`src/rtl/wide_word_serializer.sv`:
```
// rtl/wide_word_serializer.sv - splits a WIDTH-bit word into NBEATS BEAT-bit beats, LSB beat first.
// Optional feature: define WWS_PARITY_EN to add the out_par even-parity output.
module wide_word_serializer #(
  parameter int WIDTH = 1050,
  parameter int BEAT  = 64,
  parameter int NBEATS = (WIDTH + BEAT - 1) / BEAT,
  parameter int IDXW   = (NBEATS > 1) ? $clog2(NBEATS) : 1
) (
  input  logic             clk,
  input  logic             rst_n,
  input  logic             in_valid,
  output logic             in_ready,
  input  logic [WIDTH-1:0] in_data,
  output logic             out_valid,
  input  logic             out_ready,
  output logic [BEAT-1:0]  out_data,
  output logic [IDXW-1:0]  out_idx,
  output logic             out_last
`ifdef WWS_PARITY_EN
  ,output logic            out_par
`endif
);

  localparam logic [IDXW-1:0] LAST_IDX = IDXW'(NBEATS - 1);

  typedef enum logic {IDLE, SEND} state_t;

  state_t                    r_state;
  state_t                    w_state_nxt;
  logic [IDXW-1:0]           r_idx;
  logic [IDXW-1:0]           w_idx_nxt;
  logic [BEAT-1:0]           r_hold [NBEATS];
  logic [NBEATS*BEAT-1:0]    w_padded;
  logic                      w_hs;
  logic                      w_last;
  logic                      w_accept;

  // Zero-extend so bits of the final beat above WIDTH-1 read as 0.
  always_comb begin
    w_padded = '0;
    w_padded[WIDTH-1:0] = in_data;
  end

  assign w_last   = (r_idx == LAST_IDX);
  assign w_hs     = (r_state == SEND) && out_ready;
  assign in_ready = (r_state == IDLE) || (w_hs && w_last);
  assign w_accept = in_valid && in_ready;

  always_comb begin
    w_state_nxt = r_state;
    w_idx_nxt   = r_idx;
    if (w_accept) begin
      w_state_nxt = SEND;
      w_idx_nxt   = '0;
    end else if (w_hs) begin
      if (w_last) begin
        w_state_nxt = IDLE;
        w_idx_nxt   = '0;
      end else begin
        w_idx_nxt = r_idx + IDXW'(1);
      end
    end
  end

  always_ff @(posedge clk or negedge rst_n) begin
    if (!rst_n) begin
      r_state <= IDLE;
      r_idx   <= '0;
    end else begin
      r_state <= w_state_nxt;
      r_idx   <= w_idx_nxt;
    end
  end

  always_ff @(posedge clk or negedge rst_n) begin
    if (!rst_n) begin
      for (int i = 0; i < NBEATS; i++) r_hold[i] <= '0;
    end else if (w_accept) begin
      for (int i = 0; i < NBEATS; i++) r_hold[i] <= w_padded[i*BEAT +: BEAT];
    end
  end

  // All beat outputs are forced to 0 whenever no beat is being presented.
  assign out_valid = (r_state == SEND);
  assign out_data  = out_valid ? r_hold[r_idx] : '0;
  assign out_idx   = out_valid ? r_idx : '0;
  assign out_last  = out_valid && w_last;

`ifdef WWS_PARITY_EN
  assign out_par = ^out_data;
`endif

endmodule
```
`config.mk`:
```
export PLATFORM = sky130hd
export DESIGN_NAME = wide_word_serializer
export DESIGN_NICKNAME = d
export VERILOG_FILES = /design/src/rtl/wide_word_serializer.sv
export SDC_FILE = /design/constraint.sdc
export NUM_CORES = 1
export LEC_CHECK = 0
export CAP_MARGIN = 20
export CORE_AREA = 3 3 432 434
export DETAILED_ROUTE_END_ITERATION = 12
export DIE_AREA = 0 0 435 437
export PLACE_DENSITY = 0.49
export SLEW_MARGIN = 5
export SYNTH_ARGS = -nofsm -noshare
export SYNTH_HDL_FRONTEND = slang
export SYNTH_SLANG_ARGS = --single-unit
```
`constraint.sdc`:
```
create_clock -name clk -period 6.4 [get_ports clk]
set_input_delay 1.6 -clock clk [delete_from_list [all_inputs] [get_ports clk]]
set_output_delay 1.6 -clock clk [all_outputs]
set_load 0.1 [all_outputs]
```
==> results.json <==
{
  "status": "complete, no violations",
  "clock_sinks": 1056,
  "clock_skew_ns": 0.0363,
  "drtIter0Drc": 1946,
  "finalHoldViolations": 0,
  "final_cells": 6675,
  "clockRootBuffer": "clkbuf_16",
  "pre_cts_ws_ns": 1.23,
  "async_flop_share_pct": 100,
  "grt_max_degree": 141,
  "clockBufferDepth": 3,
  "final_util_pct": 37.2,
  "clkTransAtPathRegs_ns": 0.05,
  "place_inst": 6389,
  "cts-htree-levels": 4,
  "vdd_drop_max_v": 0.000704,
  "place_area_mm2": 0.0636,
  "ant_nets": 0,
  "core_mm2": 0.183,
  "worst_pin_slew_ns": 1.14,
  "layout-drive-gt1-share_pct": 39.3,
  "synthToLayoutAreaGrowth_pct": 38.0,
  "vias": 31113,
  "die_width_um": 435,
  "syn_inst": 2916,
  "gr-usage-all-layers_pct": 22.6,
  "hpwlAfterDp_um": 172000,
  "grt_pass1_wl_um": 295000,
  "synth_cell_types": 29,
  "drc_errors": 0,
  "slew_headroom_pct": 24.2,
  "hp-class": "flop to flop",
  "drv_cap": 0,
  "clkLatencyLatePin_ns": 0.78,
  "antenna_found_initial": 128,
  "synth_edf_count": 0,
  "routabilityCongestion": 0.864,
  "wirelength_um": 219000,
  "swShare_pct": 40.7,
  "yosysTopAreaCellShare_pct": 53.5,
  "rsz0062_at_grt": "false",
  "dieHeight_um": 437,
  "yosys_warnings": 0,
  "share_comb_of_total_power_pct": 47.9,
  "synth.area.top_cells": "dfrtp_1 (53%), mux2_4 (15%), mux2_2 (13%), mux4_2 (9.3%), mux2i_1 (4.2%)",
  "cts_made_buffers": 132,
  "p_seq_share_pct": 31.9,
  "synth-seq-cells": 1056,
  "arrival_ns": 4.02,
  "final_cell_area_mm2": 0.0682,
  "routed_via_density": 4.66,
  "finalNetCount": 5115,
  "synth_area_leader_cell": "dfrtp_1",
  "grt_pass1_vias": 33437,
  "ys.flop_type": "dfrtp_1",
  "power-per-cell-area_mw_per_mm2": 561,
  "critical_path_class": "flop to output port",
  "p_int_w": 0.0227,
  "critPathRequiredTime_ns": 4.80,
  "syn-cell-area_mm2": 0.0494,
  "dieArea_mm2": 0.190,
  "initial_core_util_pct": 27.0,
  "p_clk_share_pct": 20.2,
  "ioPinCount": 1126,
  "fin_ws_ns": 0.784,
  "cts.repair.resized": 0,
  "critPathCaptureType": "output port",
  "synth_common_cells": "dfrtp_1 (1056), mux2_2 (551), mux2_4 (500)",
  "hold_buffers": 0,
  "drtPass1Iterations": 5,
  "multi_input_comb_area_mm2": 0.0216,
  "period_share_pct": 87.7,
  "regArea_mm2": 0.0264,
  "syn_avg_cell_area_um2": 16.9,
  "wire_per_inst_um": 32.9,
  "drv_slew": 0,
  "overflow": 0,
  "period_minus_slack_ns": 5.62,
  "max_freq_ghz": 0.178,
  "synth_most_common_cell": "dfrtp_1",
  "power_switching_w": 0.0156,
  "start_kind": "flop",
  "num_rows": 157,
  "leakagePower_nw": 28.4,
  "cts_setup_buffers": 0,
  "cp_max_fo": 19,
  "cts_tree": "yes",
  "syn_nets": 3972,
  "port_buffers": 1125,
  "finalSetupTns_ns": 0,
  "setup_viol": 0,
  "yosysSeqAreaShare_pct": 53.5,
  "fillers": 17433
}
==> metrics by stage <==
step           power (W)  hold slack, ns
2_1_floorplan     0.0229           0.475
3_3_place_gp      0.0308           0.485
3_5_place_dp      0.0310           0.489
4_1_cts           0.0389           0.504
5_1_grt           0.0400           0.511
6_report          0.0382           0.499
==> power groups by stage <==
stage / combinational [W] / sequential, W / clock (W)
after floorplan: 0.0118 / 0.0111 / 0
final: 0.0183 / 0.0122 / 0.00772
after global placement: 0.0186 / 0.0122 / 0
after CTS: 0.0188 / 0.0122 / 0.00793
after global routing: 0.0193 / 0.0126 / 0.00821
after detailed placement: 0.0187 / 0.0123 / 0
==> layout by cell type, fill, tap and decap left out, drive strengths merged <==
| cell | n |
|---|---|
| clkdlybuf4s50 | 1059 |
| dfrtp | 1056 |
| mux2 | 1051 |
| mux2i | 206 |
| mux4 | 204 |
| clkbuf | 188 |
| buf | 166 |
| diode | 57 |
| a22oi | 52 |
| o22ai | 38 |
| o21ai | 28 |
| a32oi | 26 |
| clkinv | 21 |
| bufinv | 11 |
| and2 | 8 |
| inv | 8 |
| nor2 | 7 |
| nand4 | 4 |
| clkinvlp | 4 |
| nor2b | 4 |
| xor2 | 3 |
| ha | 2 |
| nand2 | 2 |
| nand2b | 1 |
| and4 | 1 |
| and4bb | 1 |
| a21boi | 1 |
| nand3b | 1 |
| or2 | 1 |
==> layer usage <==
metal  vias up  GRT usage, %  part of all wire [%]
li1      13366             -                     -
met1     16379          26.3                    39
met2       993          39.0                    51
met3       331          6.97                   6.7
met4        44          8.35                   3.4
met5         -             0                  0.12
==> cell families (layout without fill, tap and decap cells) <==
logic type | Yosys count | count (layout) | share of synthesized area [%]
XOR/XNOR | 3 | 3 | 0.0532
other | 0 | 57 | 0
multiplexers | 1461 | 1461 | 41.2
AND/OR/NAND/NOR | 30 | 30 | 0.355
adder cells (fa/ha/maj) | 2 | 2 | 0.0506
buffers and inverters | 219 | 1457 | 2.78
flip-flops | 1056 | 1056 | 53.5
AO/OA/AOI/OAI | 145 | 145 | 2.04
==> registers in the layout, indices dropped and copies added (netlist names) <==
register,flops
r_hold,1050
out_valid,1
r_idx,5
==> critical path, cell delays in order (launching register included) <==
cell	delay [ns]
dfrtp_4	0.80
buf_4	0.44
mux4_2	0.54
mux2i_1	0.39
buf_4	0.26
o21ai_0	0.38
buf_12	0.36
==> worst paths after layout <==
check | from | to | slack [ns] | cells past startpoint
setup / recovery | r_idx[0]$_DFFE_PN0P_ | out_data[5] | 0.78 | 6
hold reg to reg | r_hold[419]$_DFFE_PN0N_ | r_hold[419]$_DFFE_PN0N_ | 0.50 | 1
min in group asynchronous | rst_n | r_hold[332]$_DFFE_PN0N_ | 0.89 | 1
max in group asynchronous | rst_n | r_hold[384]$_DFFE_PN0N_ | 3.89 | 3
setup reg to reg | r_idx[0]$_DFFE_PN0P_ | r_hold[235]$_DFFE_PN0N_ | 2.79 | 8
hold / removal | r_hold[419]$_DFFE_PN0N_ | r_hold[419]$_DFFE_PN0N_ | 0.50 | 1
==> final cells by class <==
type / instances / area share, %
well taps: 2464 / 4.52
clock inverters: 41 / 0.868
clock buffers: 188 / 5.63
inverters: 3 / 0.0165
flip-flops and latches: 1056 / 38.8
multi-input cells: 1641 / 31.7
diodes: 57 / 0.209
repair buffers: 1225 / 18.3
No activity file was read; power rests on OpenSTA's default activity.
